$ cat src/rtl/mem_access_unit.sv
// Memory-stage access controller: runs each load/store as a request/response
// transaction to data memory, stalling the pipeline front until it completes.
module mem_access_unit #(
    parameter int unsigned TIMEOUT = 255
) (
    input  logic        clk,
    input  logic        rst,
    input  logic        ex_valid,
    input  logic        MemRead,
    input  logic        MemWrite,
    input  logic [15:0] addr,
    input  logic [15:0] store_data,
    input  logic [3:0]  store_rt,
    input  logic        wb_RegWrite,
    input  logic [3:0]  wb_rd,
    input  logic [15:0] wb_data,
    input  logic        mem_valid,
    input  logic [15:0] mem_rdata,
    output logic        mem_req,
    output logic        mem_we,
    output logic [15:0] mem_addr,
    output logic [15:0] mem_wdata,
    output logic [15:0] dmem_out,
    output logic        mem_stall,
    output logic        mem_err
);

    typedef enum logic [1:0] {
        StIdle,
        StReq,
        StBusy,
        StDone
    } state_e;

    localparam logic [7:0] TimeoutCnt = 8'(TIMEOUT);

    state_e      state_q, state_d;
    logic [7:0]  cnt_q, cnt_d;
    logic [7:0]  cnt_inc;
    logic [15:0] addr_q, addr_d;
    logic [15:0] wdata_q, wdata_d;
    logic [15:0] dmem_q, dmem_d;
    logic        we_q, we_d;
    logic        err_q, err_d;
    logic        access;
    logic        fwd_hit;

    assign access  = ex_valid & (MemRead | MemWrite);
    // MEM-to-MEM forwarding: r0 is never a real producer.
    assign fwd_hit = wb_RegWrite & (wb_rd == store_rt) & (wb_rd != 4'd0);
    assign cnt_inc = cnt_q + 8'd1;

    always_comb begin
        state_d   = state_q;
        cnt_d     = cnt_q;
        addr_d    = addr_q;
        wdata_d   = wdata_q;
        dmem_d    = dmem_q;
        we_d      = we_q;
        err_d     = err_q;
        mem_req   = 1'b0;
        mem_stall = 1'b0;

        case (state_q)
            StIdle: begin
                mem_stall = access;
                if (access) begin
                    addr_d  = {addr[15:1], 1'b0};
                    we_d    = MemWrite;
                    wdata_d = fwd_hit ? wb_data : store_data;
                    state_d = StReq;
                end
            end
            StReq: begin
                mem_req   = 1'b1;
                mem_stall = 1'b1;
                cnt_d     = 8'd0;
                state_d   = StBusy;
            end
            StBusy: begin
                mem_stall = 1'b1;
                // A response in the final counted cycle beats the timeout.
                if (mem_valid) begin
                    if (!we_q) begin
                        dmem_d = mem_rdata;
                    end
                    state_d = StDone;
                end else begin
                    cnt_d = cnt_inc;
                    if (cnt_inc == TimeoutCnt) begin
                        err_d = 1'b1;
                        if (!we_q) begin
                            dmem_d = 16'h0000;
                        end
                        state_d = StDone;
                    end
                end
            end
            StDone: begin
                state_d = StIdle;
            end
            default: begin
                state_d = StIdle;
            end
        endcase
    end

    always_ff @(posedge clk or posedge rst) begin
        if (rst) begin
            state_q <= StIdle;
            cnt_q   <= 8'd0;
            addr_q  <= 16'h0000;
            wdata_q <= 16'h0000;
            dmem_q  <= 16'h0000;
            we_q    <= 1'b0;
            err_q   <= 1'b0;
        end else begin
            state_q <= state_d;
            cnt_q   <= cnt_d;
            addr_q  <= addr_d;
            wdata_q <= wdata_d;
            dmem_q  <= dmem_d;
            we_q    <= we_d;
            err_q   <= err_d;
        end
    end

    assign mem_we    = we_q;
    assign mem_addr  = addr_q;
    assign mem_wdata = wdata_q;
    assign dmem_out  = dmem_q;
    assign mem_err   = err_q;

endmodule

$ cat config.mk
export PLATFORM = sky130hd
export DESIGN_NAME = mem_access_unit
export DESIGN_NICKNAME = d
export VERILOG_FILES = /design/src/rtl/mem_access_unit.sv
export SDC_FILE = /design/constraint.sdc
export NUM_CORES = 1
export LEC_CHECK = 0
export CAP_MARGIN = 10
export CORE_AREA = 2 2 94 96
export DETAILED_ROUTE_END_ITERATION = 10
export DIE_AREA = 0 0 96 98
export PLACE_DENSITY = 0.68
export SLEW_MARGIN = 10
export SYNTH_ARGS = -nofsm -noshare
export SYNTH_HDL_FRONTEND = slang
export SYNTH_SLANG_ARGS = --single-unit
$ cat constraint.sdc
create_clock -name clk -period 2.3 [get_ports clk]
set_input_delay 0.23 -clock clk [delete_from_list [all_inputs] [get_ports clk]]
set_output_delay 0.23 -clock clk [all_outputs]
set_load 0.01 [all_outputs]
# Word level (Yosys, flattened, before mapping)
# Index checks and enable logic that the tools add are counted.
word_totals:
  ff_bits: 59
  mem_bits_ro: 0
  latch_bits: 0
  mem_count: 0
  in_bits: 79
  out_inout_bits: 52
  mem_bits_rw: 0
classes:
  n_mul: 0
  reduce_logical: 10
  n_bitwise: 6
  n_eq_ne: 8
  n_shift: 0
  n_lt_le_gt_ge: 0
  mux: 13
  div: 0
  addsub: 1
op_table:
  columns: ["operator", "count"]
  rows:
  - ["16-bit 2-to-1 mux", 5]
  - ["8-bit one-hot mux with 2 select lines", 1]
  - ["8-bit by 1-bit adder with 8-bit output (second input constant)", 1]
  - ["8-bit == test (second input constant)", 1]
  - ["8-bit 2-to-1 mux", 1]
  - ["2-bit one-hot mux with 4 select lines", 1]
  - ["2-bit 2-to-1 mux", 3]
  - ["2-bit AND reduction", 3]
  - ["3-bit AND reduction", 2]
  - ["2-bit == test (second input constant)", 2]
  - ["4-bit == test", 1]
  - ["2-bit != test (second input constant)", 2]
  - ["2-bit nonzero test", 2]
  - ["4-bit nonzero test", 1]
  - ["1-bit bitwise AND", 3]
  - ["3-bit != test (second input constant)", 1]
  - ["2-bit by 1-bit == test with 1-bit output (second input constant)", 1]
  - ["2-bit logical NOT", 1]
  - ["1-bit NOT", 2]
  - ["1-bit one-hot mux with 2 select lines", 1]
  - ["2-bit OR reduction", 1]
  - ["1-bit 2-to-1 mux", 1]
  - ["1-bit OR", 1]

# Logic depth before layout (Yosys ltp)
# Gate-level depths: netlist (run 1).
logic_depth:
  ltp_word: 5
  depth_mapped: 8
  ltp_nobuf: 6

# Worst setup path after synthesis (run 1)
# Ideal clock, no wire load.
synth_path:
  kind: "register -> register"
  from: "reg state_q[0]"
  to: "reg state_q[1]"
  required_time_ns: 2.175
  setup_slack_ns: 0.515
  path_stages_with_launch: 8
  n_path_buf: 1
  setup_time_ns: 0.125
  arrival_time_ns: 1.660
  cell_sequence: "dfrtp_1 > inv_1 > ha_1 > nand2b_1 > clkbuf_1 > a21oi_1 > a211oi_2 > mux2_2"
synth_between:
  elab_chain_cells: 3
  elab_cells_between_ends: 8
synth_lines:
  columns: ["element", "line_no", "source"]
  rows:
  - ["start: declaration", "37", "state_e state_q, state_d;"]
  - ["start signal: assignment", "110", "state_q <= StIdle;"]
  - ["start signal: assignment", "118", "state_q <= state_d;"]
  - ["2-bit == test or 2-bit logical NOT (tied branches)", "64", "case (state_q)"]
  - ["3-bit != test (no source line) or 2-bit != test (tied branches)", null, null]
  - ["2-bit AND reduction (no source line)", null, null]
# Parallel ways exist; a longest one is shown, timed or not.
# A chain may end at the register's enable or synchronous reset.

# Worst setup path in the final report (run 1)
layout_path:
  from: "reg state_q[0]"
  to: "reg cnt_q[5]"
layout_between:
  elab_chain_cells: 3
  elab_cells_between_ends: 6
layout_lines:
  columns: ["element", "line_no", "source"]
  rows:
  - ["2-bit == test or 2-bit by 1-bit == test with 1-bit output (tied branches)", "64", null]
  - ["2-bit != test (no source line) or 2-bit nonzero test (tied branches)", null, null]
  - ["2-bit AND reduction (no source line)", null, null]
  - ["end signal: assignment", "119", "cnt_q <= cnt_d;"]
  - ["end: declaration", "38", "logic [7:0] cnt_q, cnt_d;"]
# Parallel ways exist; a longest one is shown, timed or not.

==> summary.txt, run 1 <==
Status
  • Status: finished clean

Worst setup path
  • R2R Path Start: state_q[0]
  • R2R depth: 6
  • Reg-to-reg slack, setup: 0.41 ns
  • Startpoint Class: flip-flop
  • Crit path DAT: 2.11 ns
  • Critical Path Start: state_q[0]
  • Worst Path Max Fanout: 8
  • Worst Path Required: 2.52 ns
  • Worst Setup End Kind: flip-flop
  • Critical path class: flip-flop to flip-flop
  • End point of the critical path: cnt_q[5]
  • R2r endpoint: cnt_q[5]

CTS
  • H-tree depth: 3
  • Clock-pin slew on the worst setup and hold paths: 0.07 ns
  • Clock Tree Root: clkbuf_8
  • Clock Latency Late Sink: 0.33 ns
  • Deepest clock path buffer count: 2
  • CTS sink count: 59
  • Total CTS buffers: 9
  • CTS tree: built
  • Setup bufs post-CTS: 0

Layout
  • Layout cells sized above 1: 7.539%
  • N_diodes: 0
  • Synth-to-layout area growth: 56.08%
  • Nets@finish: 532
  • Post-route cell area: 0.004464 sq mm
  • Multi-input gate area: 0.001269 sq mm
  • Fillers: 817
  • Sequential Area: 0.001476 sq mm

Route
  • Routed Antenna Nets: 0
  • Routed wire length: 7860 um
  • DR pass1 iterations: 4
  • Wire length per cell: 14.06 um
  • Avg Vias per Cell: 4.916
  • Vias: 2748
  • DRC: 0
  • Initial drt markers: 102

STA
  • Period utilization: 82.10%
  • Final Hold Fails: 0
  • Post-route minimum period: 1.888 ns
  • Relative slew slack: 57.90%
  • Setup TNS: 0 ns
  • Count of final setup violators: 0
  • RSZ-0062 raised after global routing: false
  • Final setup margin: 0.4117 ns
  • Clk_skew: 0.009313 ns
  • FMAX: 0.5296 GHz
  • Worst Tran Pin Value: 0.6309 ns
  • Slew Limit Fails: 0

Floorplanning
  • Die width: 96 um
  • Row count: 34
  • Chip height: 98 um
  • I/O Pins: 131
  • Die area: 0.009408 sq mm
  • Core area: 0.008466 sq mm
  • Starting Density: 33.79%

Pwr
  • Clock power share: 18.7%
  • Pleak: 1.926 nW
  • Net load switching power: 0.001722 W
  • Net Sw Frac: 34.82%
  • Flop pwr share: 35.3%
  • Internal power: 0.003223 W
  • PD cells: 1108 mW/mm^2
  • Combinational share of power: 46.0%
  • Worst VDD drop: 0.0005128 V

Place
  • Placement Setup Slack: 0.2345 ns
  • Port Buffers: 128
  • DPL Wire Length: 5709 um
  • Routability cong.: 0.7828
  • Post-placement cell area: 0.004265 sq mm

Yosys
  • Yosys warns: 0
  • Synth Net Count: 401
  • EDFF count, synth: 0
  • Register bit total from synthesis: 59
  • Mapped cell area: 0.002860 sq mm
  • Cell count after synthesis: 315
  • FFs w/ async S/R, synth: 100.0%
  • Main synth FF type: dfrtp_1
  • Register area share after synthesis: 51.62%
  • Avg Cell Area, Syn: 9.080 sq um
  • Post-synth cell types: 43

GRT
  • Remaining Overflow, GRT: 0
  • Tot GR Track Use: 17.56%
  • First-pass GRT wire length: 13030 um
  • Initial antenna violation count: 0
  • Vias in the first global route: 2766
  • Largest net degree at the start of global routing: 35

Min path
  • Worst min-delay path class: primary input to asynchronous set/reset pin

Flow run
  • Max-Cap Viols: 0
==> per-stage QoR <==
stage | utilization [%] | instances | hold WS, ns | total power, W
2_1_floorplan | - | 315 | 0.3354 | 0.002841
3_3_place_gp | 50.38 | 543 | 0.4486 | 0.004004
3_5_place_dp | 50.38 | 543 | 0.4515 | 0.004062
4_1_cts | 52.68 | 559 | 0.3056 | 0.005022
5_1_grt | 52.73 | 559 | 0.3371 | 0.005352
6_report | 52.73 | 559 | 0.2972 | 0.004945
==> cell type report <==
cell class / count / share of cell area [%]
sequential: 59 / 33.07
tap: 108 / 3.027
multi-input combinational: 232 / 28.42
inverter: 7 / 0.5886
timing repair buffer: 137 / 30.55
clock inverter: 5 / 1.177
clock buffer: 11 / 3.167
==> cell usage in the layout (no fill, tap or decap), drive strengths merged, types with 2 or more instances in the layout <==
| cell | synthesis | layout |
|---|---|---|
| a22oi | 16 | 16 |
| nor2 | 25 | 25 |
| nand2 | 74 | 74 |
| or2 | 2 | 2 |
| a31oi | 17 | 17 |
| nand3 | 4 | 4 |
| a21o | 2 | 2 |
| clkbuf | 11 | 11 |
| o21ai | 42 | 42 |
| inv | 6 | 6 |
| ha | 7 | 7 |
| dfrtp | 59 | 59 |
| nand2b | 2 | 2 |
| clkdlybuf4s50 | 0 | 127 |
| buf | 6 | 9 |
| clkinv | 1 | 4 |
| a21oi | 17 | 17 |
| xor2 | 5 | 5 |
==> what timing repair did <==
| action | in CTS | in global routing |
|---|---|---|
| hold buffers | 0 | 0 |
| gates resized for setup | 0 | 2 |
| setup endpoints to repair | 0 | 3 |
==> logic make-up (layout without fill, tap and decap cells) <==
logic type,after synthesis,in the layout,synth area share (%)
flip-flops,59,59,51.62
buffers and inverters,24,160,4.199
multiplexers,1,1,0.3937
XOR/XNOR,6,6,1.837
other,1,1,0.1311
AO/OA/AOI/OAI,101,101,21.04
AND/OR/NAND/NOR,116,116,17.72
adder cells (fa/ha/maj),7,7,3.062
==> power groups by stage <==
stage	combinational [W]	clock (W)	sequential, W
after floorplan	0.000943	0	0.00190
after global placement	0.00226	0	0.00174
after detailed placement	0.00231	0	0.00176
after CTS	0.00231	0.000961	0.00175
after global routing	0.00252	0.00102	0.00181
final	0.00227	0.000927	0.00175
==> worst min path at each step <==
stage | from | endpoint | slack, ns | cells after the start
2_1_floorplan | addr[10] | mem_addr[10] | 0.34 | 2
3_3_place_gp | mem_err | mem_err | 0.45 | 1
3_5_place_dp | mem_err | mem_err | 0.45 | 1
4_1_cts | rst | mem_addr[3] | 0.31 | 2
5_1_grt | rst | mem_addr[15] | 0.34 | 2
6_report | rst | mem_addr[5] | 0.30 | 2
==> registers in the layout, indices dropped and copies added, names as in the netlist <==
register   count
cnt_q          8
dmem_out      16
mem_addr      15
mem_err        1
mem_wdata     16
mem_we         1
state_q        2
==> Yosys cell counts, drive strengths merged (2+ instances only) <==
cell    number  area [sq um]
ha           7         87.58
a21oi       17         85.08
nand3        4         20.02
a22oi       16         120.1
a21o         2         15.01
a31oi       17         106.4
dfrtp       59          1476
nor2        25         93.84
o21ai       42         214.0
nand2b       2         12.51
nand2       74         277.8
inv          6         22.52
or2          2         12.52
xor2         5         43.79
clkbuf      11         42.54
buf          6         51.29
==> critical path, stage by stage (launching register included) <==
cell and delay, ns:
dfrtp_1 0.42, inv_1 0.11, ha_1 0.23, nor2b_1 0.34, a21oi_1 0.22, o21bai_1 0.23, a22o_1 0.22
==> routing by layer <==
| metal | wire, um | share of wire (%) | vias to the layer above | track usage (%) |
|---|---|---|---|---|
| met5 | 0 | 0 | - | 0 |
| met4 | 44 | 0.56 | 0 | 5.934 |
| met3 | 684 | 8.7 | 4 | 6.790 |
| met2 | 3826 | 49 | 102 | 28.10 |
| met1 | 3305 | 42 | 1289 | 21.48 |
| li1 | - | - | 1353 | - |
(Power assumes the default switching activity.)
==> run 2, diff against run 1 <==
Settings changed: PLACE_DENSITY 0.68 to 0.71.
Clock period 2.3 ns to 1.65 ns, I/O delays scaled along.
==> summary.txt, run 2 (synthesis gave the netlist of run 1 again) <==
CTS
  • CTS tree: built (unchanged)
  • Deepest clock path buffer count: 2 (unchanged)
  • H-tree depth: 3 (unchanged)
  • Clock-pin slew on the worst setup and hold paths: 0.07 ns (about the same)
  • Total CTS buffers: 9 (unchanged)
  • Hold buffers post-CTS: 0 (unchanged)
  • Clock Latency Late Sink: 0.33 ns (about the same)
  • Clock Tree Root: clkbuf_8 (unchanged)
  • CTS sink count: 59 (unchanged)

Worst setup path
  • Critical path class: flip-flop to flip-flop (unchanged)
  • Worst Path Required: 1.86 ns (was 2.52 ns)
  • Startpoint Class: flip-flop (unchanged)
  • Worst Setup End Kind: flip-flop (unchanged)
  • Crit path DAT: 1.86 ns (was 2.11 ns)
  • Worst Path Max Fanout: 4 (was 8)

Pwr
  • Worst VDD drop: 0.0007571 V (was 0.0005128 V)
  • Pleak: 2.031 nW (was 1.926 nW)
  • PD cells: 1548 mW/mm^2 (was 1108 mW/mm^2)

Layout
  • Most frequent cells in the layout: clkdlybuf4s50_1 (126), nand2_1 (74), dfrtp_1 (58) (was clkdlybuf4s50_1 (127), nand2_1 (74), dfrtp_1 (59))
  • Nets@finish: 552 (was 532)
  • Fillers: 755 (was 817)
  • N_diodes: 0 (unchanged)
  • Commonest non-fill, non-tap cell in the layout: clkdlybuf4s50_1 (unchanged)
  • Multi-input gate area: 0.001338 sq mm (was 0.001269 sq mm)
  • Synth-to-layout area growth: 64.74% (was 56.08%)
  • Layout cells sized above 1: 14.65% (was 7.539%)
  • Fin cells: 579 (was 559)
  • Post-route cell area: 0.004712 sq mm (was 0.004464 sq mm)
  • Sequential Area: 0.001478 sq mm (was 0.001476 sq mm)

Place
  • Post-placement cell area: 0.004433 sq mm (was 0.004265 sq mm)
  • Routability cong.: 0.8075 (was 0.7828)
  • DPL Wire Length: 5905 um (was 5709 um)
  • Port Buffers: 128 (unchanged)
  • Placed Cells: 562 (was 543)

Route
  • DRC: 0 (unchanged)
  • Routed wire length: 8135 um (was 7860 um)
  • Routed Antenna Nets: 0 (unchanged)
  • Vias: 2835 (was 2748)
  • Avg Vias per Cell: 4.896 (was 4.916)
  • DR pass1 iterations: 7 (was 4)
  • Wire length per cell: 14.05 um (was 14.06 um)
  • Initial drt markers: 94 (was 102)

STA
  • Post-route minimum period: 1.645 ns (was 1.888 ns)
  • RSZ-0062 raised after global routing: true (was false)
  • Final Hold Fails: 0 (unchanged)
  • Period utilization: 99.68% (was 82.10%)
  • Slew Limit Fails: 0 (unchanged)
  • Hold Slack: 0.2043 ns (was 0.2972 ns)
  • Clk_skew: 0.007004 ns (was 0.009313 ns)
  • FMAX: 0.6080 GHz (was 0.5296 GHz)
  • Count of final setup violators: 0 (unchanged)

Floorplanning
  • Core area: 0.008466 sq mm (unchanged)
  • Chip height: 98 um (unchanged)
  • Starting Density: 33.79% (unchanged)
  • Die area: 0.009408 sq mm (unchanged)
  • Row count: 34 (unchanged)
  • I/O Pins: 131 (unchanged)
  • Die width: 96 um (unchanged)

Min path
  • Worst min-delay path class: primary input to asynchronous set/reset pin (unchanged)

Status
  • Status: finished clean (unchanged)

GRT
  • Tot GR Track Use: 17.42% (was 17.56%)
  • First-pass GRT wire length: 13010 um (was 13030 um)
  • Initial antenna violation count: 0 (unchanged)
  • Vias in the first global route: 2837 (was 2766)
  • Largest net degree at the start of global routing: 60 (was 35)
  • Remaining Overflow, GRT: 0 (unchanged)

Flow run
  • Max-Cap Viols: 0 (unchanged)
## run 2: cell types whose count changed in the layout (fill, tap and decap cells not counted), moves of 3 or more
cell and change:
a21oi_1 -3, a21oi_2 +3, buf_4 +17, inv_1 -3, inv_2 +3
## run 2: final timing paths
kind	start	to	slack, ns	cells after the start
hold / removal	rst	dmem_out[8]	0.20	3
max in group asynchronous	rst	cnt_q[1]	1.17	3
hold reg to reg	mem_addr[14]	mem_addr[14]	0.48	2
setup / recovery	cnt_q[0]	state_q[1]	0.005	5
min in group clk	addr[7]	mem_addr[7]	0.36	3
setup reg to reg	cnt_q[0]	state_q[1]	0.005	5
## run 2: report_power, final
group / total, W / internal (W) / switching, W
clock network: 0.00132 / 0.000738 / 0.000586
registers: 0.00244 / 0.00204 / 0.000399
logic: 0.00354 / 0.00197 / 0.00157
## run 2: metal layers
metal	vias to the layer above	part of all wire (%)	GRT usage (%)
li1	1394	-	-
met1	1329	42	21.17
met2	102	50	29.38
met3	10	7.5	5.015
met4	0	0.95	5.604
met5	-	0	0
## run 2: per-stage QoR
stage          setup WS (ns)  total power (W)  utilization, %  TNS (ns)
2_1_floorplan       -0.04196         0.003964               -  -0.04196
3_3_place_gp         -0.2562         0.005796           52.36    -6.559
3_5_place_dp         -0.3812         0.005894           52.36    -8.614
4_1_cts             0.008343         0.007256           54.79         0
5_1_grt             -0.07087         0.007861           55.66   -0.1592
6_report            0.005205         0.007294           55.66         0
## run 2: cell type report
cell class,instances,share of cell area (%)
Timing Repair Buffer,157,32.55
Sequential cell,59,31.36
Multi-Input combinational cell,232,28.39
Clock buffer,10,2.921
Tap cell,108,2.868
Clock inverter,6,1.354
Inverter,7,0.5576
## run 2: what timing repair did
action                     CTS  global route
setup buffers                0             1
resized for setup            9            16
setup endpoints to repair   21            27
pin swaps                    1             6
## run 2: worst max-delay path: stages, from the launching register on
cell and delay, ns:
dfrtp_1 0.44, ha_4 0.20, xor2_1 0.20, a21oi_2 0.09, a211oi_2 0.28, mux2_4 0.33
==> run 3, diff against run 2 <==
Settings changed: ABC_AREA set to 1, CORE_AREA 2 2 94 96 to 2 2 93 95, DIE_AREA 0 0 96 98 to 0 0 95 97, PLACE_DENSITY 0.71 to 0.72.
==> summary.txt, run 3 <==
Floorplanning
  • Row count: 33 (was 34)
  • I/O Pins: 131 (unchanged)
  • Starting Density: 34.64% (was 33.79%)
  • Chip height: 97 um (was 98 um)
  • Core area: 0.008134 sq mm (was 0.008466 sq mm)
  • Die area: 0.009215 sq mm (was 0.009408 sq mm)
  • Die width: 95 um (was 96 um)

GRT
  • Initial antenna violation count: 0 (unchanged)
  • Remaining Overflow, GRT: 0 (unchanged)
  • Tot GR Track Use: 18.19% (was 17.42%)
  • First-pass GRT wire length: 13410 um (was 13010 um)
  • Largest net degree at the start of global routing: 34 (was 60)
  • Vias in the first global route: 2766 (was 2837)

Worst setup path
  • Most used cell, CP: nand2_1
  • Worst Path Buf+Inv: 1 (was 0)
  • Delay-heaviest family, CP: simple AND/OR/NAND/NOR gates (was flip-flops)
  • Max stage delay on crit path: 0.41 ns (was 0.44 ns)
  • R2r endpoint: dmem_out[12] (was state_q[1])
  • CP max-delay cell: dfrtp_1 (unchanged)
  • R2R depth: 12 (was 5)
  • CP Depth: 12 (was 5)
  • R2R Path Start: cnt_q[0] (unchanged)
  • Startpoint Class: flip-flop (unchanged)
  • Crit path DAT: 1.88 ns (was 1.86 ns)
  • Worst Path Max Fanout: 8 (was 4)
  • Worst path cell trace: ha_4 -> inv_1 -> nand2_1 -> nand2_2 -> nor2_2 -> nand3_2 -> nor2_2 -> nand2_2 -> nand2_4 -> nand3_4 -> nand2_1 -> nand2_1 (was ha_4 -> xor2_1 -> a21oi_2 -> a211oi_2 -> mux2_4)
  • Worst Setup End Kind: flip-flop (unchanged)
  • Reg-to-reg slack, setup: -0.02 ns (was 0.005 ns)
  • Worst Path Required: 1.86 ns (about the same)
  • Critical path class: flip-flop to flip-flop (unchanged)

Pwr
  • Pleak: 2.086 nW (was 2.031 nW)
  • Worst VDD drop: 0.0006986 V (was 0.0007571 V)
  • PD cells: 1583 mW/mm^2 (was 1548 mW/mm^2)

Layout
  • Fillers: 710 (was 755)
  • Most frequent cells in the layout: clkdlybuf4s50_1 (126), nand2_1 (94), dfrtp_1 (58) (was clkdlybuf4s50_1 (126), nand2_1 (74), dfrtp_1 (58))
  • Sequential Area: 0.001478 sq mm (unchanged)
  • Post-route cell area: 0.004723 sq mm (was 0.004712 sq mm)
  • Commonest non-fill, non-tap cell in the layout: clkdlybuf4s50_1 (unchanged)
  • N_diodes: 0 (unchanged)
  • Layout cells sized above 1: 15.79% (was 14.65%)
  • Nets@finish: 556 (was 552)
  • Multi-input gate area: 0.001270 sq mm (was 0.001338 sq mm)
  • Synth-to-layout area growth: 67.63% (was 64.74%)

Yosys
  • EDFF count, synth: 0 (unchanged)
  • Register bit total from synthesis: 59 (unchanged)
  • Main synth FF type: dfrtp_1 (unchanged)
  • Yosys warns: 0 (unchanged)
  • Synth top cells by count: nand2_1 (103), dfrtp_1 (59), nand4_1 (34) (was nand2_1 (74), dfrtp_1 (59), o21ai_0 (31))
  • Cell count after synthesis: 321 (was 315)
  • Area share of the largest cell type after synthesis: 52.40% (was 51.62%)
  • Largest area contributor in the netlist: dfrtp_1 (unchanged)
  • Ranking of synthesized cells by area: dfrtp_1 (52%), nand2_1 (14%), nand4_1 (7.5%) (was dfrtp_1 (52%), nand2_1 (9.7%), o21ai_0 (5.4%))
  • Mapped cell area: 0.002818 sq mm (was 0.002860 sq mm)
  • Synth Net Count: 407 (was 401)
  • Count leader, synth: nand2_1 (unchanged)
  • Post-synth cell types: 27 (was 43)
  • Avg Cell Area, Syn: 8.778 sq um (was 9.080 sq um)
  • Register area share after synthesis: 52.40% (was 51.62%)
  • FFs w/ async S/R, synth: 100.0% (unchanged)

Status
  • Failing checks: negative setup slack
  • Status: finished with violations (was finished clean)

STA
  • Clk_skew: 0.007642 ns (was 0.007004 ns)
  • FMAX: 0.5990 GHz (was 0.6080 GHz)
  • Final Hold Fails: 0 (unchanged)
  • Slew Limit Fails: 0 (unchanged)
  • Setup TNS: -0.03786 ns (was 0 ns)
  • RSZ-0062 raised after global routing: true (unchanged)
  • Period utilization: 101.2% (was 99.68%)
  • Final setup margin: -0.01953 ns (was 0.005205 ns)
  • Post-route minimum period: 1.670 ns (was 1.645 ns)
  • Count of final setup violators: 3 (was 0)
  • Hold Slack: 0.2359 ns (was 0.2043 ns)

Place
  • DPL Wire Length: 5975 um (was 5905 um)
  • Port Buffers: 128 (unchanged)
  • Post-placement cell area: 0.004355 sq mm (was 0.004433 sq mm)
  • Routability cong.: 0.8273 (was 0.8075)

Route
  • DRC: 0 (unchanged)
  • Routed Antenna Nets: 0 (unchanged)
  • Wire length per cell: 14.37 um (was 14.05 um)
  • Vias: 2808 (was 2835)
  • Avg Vias per Cell: 4.841 (was 4.896)
  • Routed wire length: 8335 um (was 8135 um)
  • Initial drt markers: 72 (was 94)
  • DR pass1 iterations: 4 (was 7)

Flow run
  • Max-Cap Viols: 0 (unchanged)

CTS
  • Hold buffers post-CTS: 0 (unchanged)
  • Clock Tree Root: clkbuf_8 (unchanged)
  • CTS tree: built (unchanged)
  • CTS sink count: 59 (unchanged)
  • Clock-pin slew on the worst setup and hold paths: 0.07 ns (about the same)
  • H-tree depth: 3 (unchanged)
  • Total CTS buffers: 9 (unchanged)
  • Clock Latency Late Sink: 0.32 ns (was 0.33 ns)
  • Deepest clock path buffer count: 2 (unchanged)

Min path
  • Worst min-delay path class: primary input to asynchronous set/reset pin (unchanged)
[run 3: worst max path at each step]
stage / from / to / slack (ns)
4_1_cts: state_q[0] / mem_stall / -0.005
3_3_place_gp: MemWrite / mem_stall / -0.1
5_1_grt: cnt_q[0] / dmem_out[9] / -0.14
2_1_floorplan: rst / cnt_q[0] / 0.03
3_5_place_dp: MemWrite / mem_stall / -0.10
6_report: cnt_q[0] / dmem_out[12] / -0.02
[run 3: kinds of logic (layout without fill, tap and decap cells)]
logic type / Yosys count / after routing / share of synthesized area, %
compound gates: 50 / 50 / 11.32
xor+xnor: 1 / 1 / 0.3109
fa+ha+maj: 7 / 7 / 3.108
buf+inv: 39 / 192 / 5.684
flops: 59 / 59 / 52.40
other cells: 1 / 1 / 0.1331
simple gates: 164 / 165 / 27.04
[run 3: worst min-delay path: cells and delay by family]
family   cells  cell delay (ns)
buf+inv      3             0.80
[run 3: routing by layer]
metal / vias to the layer above / routed length (um) / track usage [%]
met5: - / 0 / 0
met4: 0 / 22 / 4.682
met3: 2 / 594 / 3.738
met2: 105 / 4152 / 30.28
met1: 1308 / 3565 / 24.01
li1: 1393 / - / -
[run 3: cell type report]
| type | instances | area share (%) |
|---|---|---|
| repair buffers | 154 | 32.03 |
| flip-flops and latches | 59 | 31.28 |
| multi-input cells | 224 | 26.89 |
| clock buffers | 10 | 2.914 |
| well taps | 105 | 2.781 |
| clock inverters | 6 | 2.358 |
| inverters | 22 | 1.748 |
[run 3: report_power, final]
part | leakage, nW | switching, W | internal [W]
registers | 0.725 | 0.000368 | 0.00205
clock network | 0.123 | 0.000581 | 0.00105
logic | 1.24 | 0.00156 | 0.00188
total | 2.09 | 0.00251 | 0.00497
[run 3: what timing repair did]
action / CTS / global route
gates resized for setup: 8 / 20
endpoints found under the hold margin: 0 / 0
pin swaps: 1 / 16
setup endpoints to repair: 18 / 20
setup buffers: 0 / 4
gates cloned: 1 / 0
[run 3: through the flow]
stage	power, W	instances	setup WS [ns]	util (%)
2_1_floorplan	0.003843	321	0.02866	-
3_3_place_gp	0.005700	559	-0.09720	53.55
3_5_place_dp	0.005779	559	-0.1003	53.55
4_1_cts	0.007475	576	-0.005299	57.04
5_1_grt	0.007991	580	-0.1376	58.07
6_report	0.007477	580	-0.01953	58.07
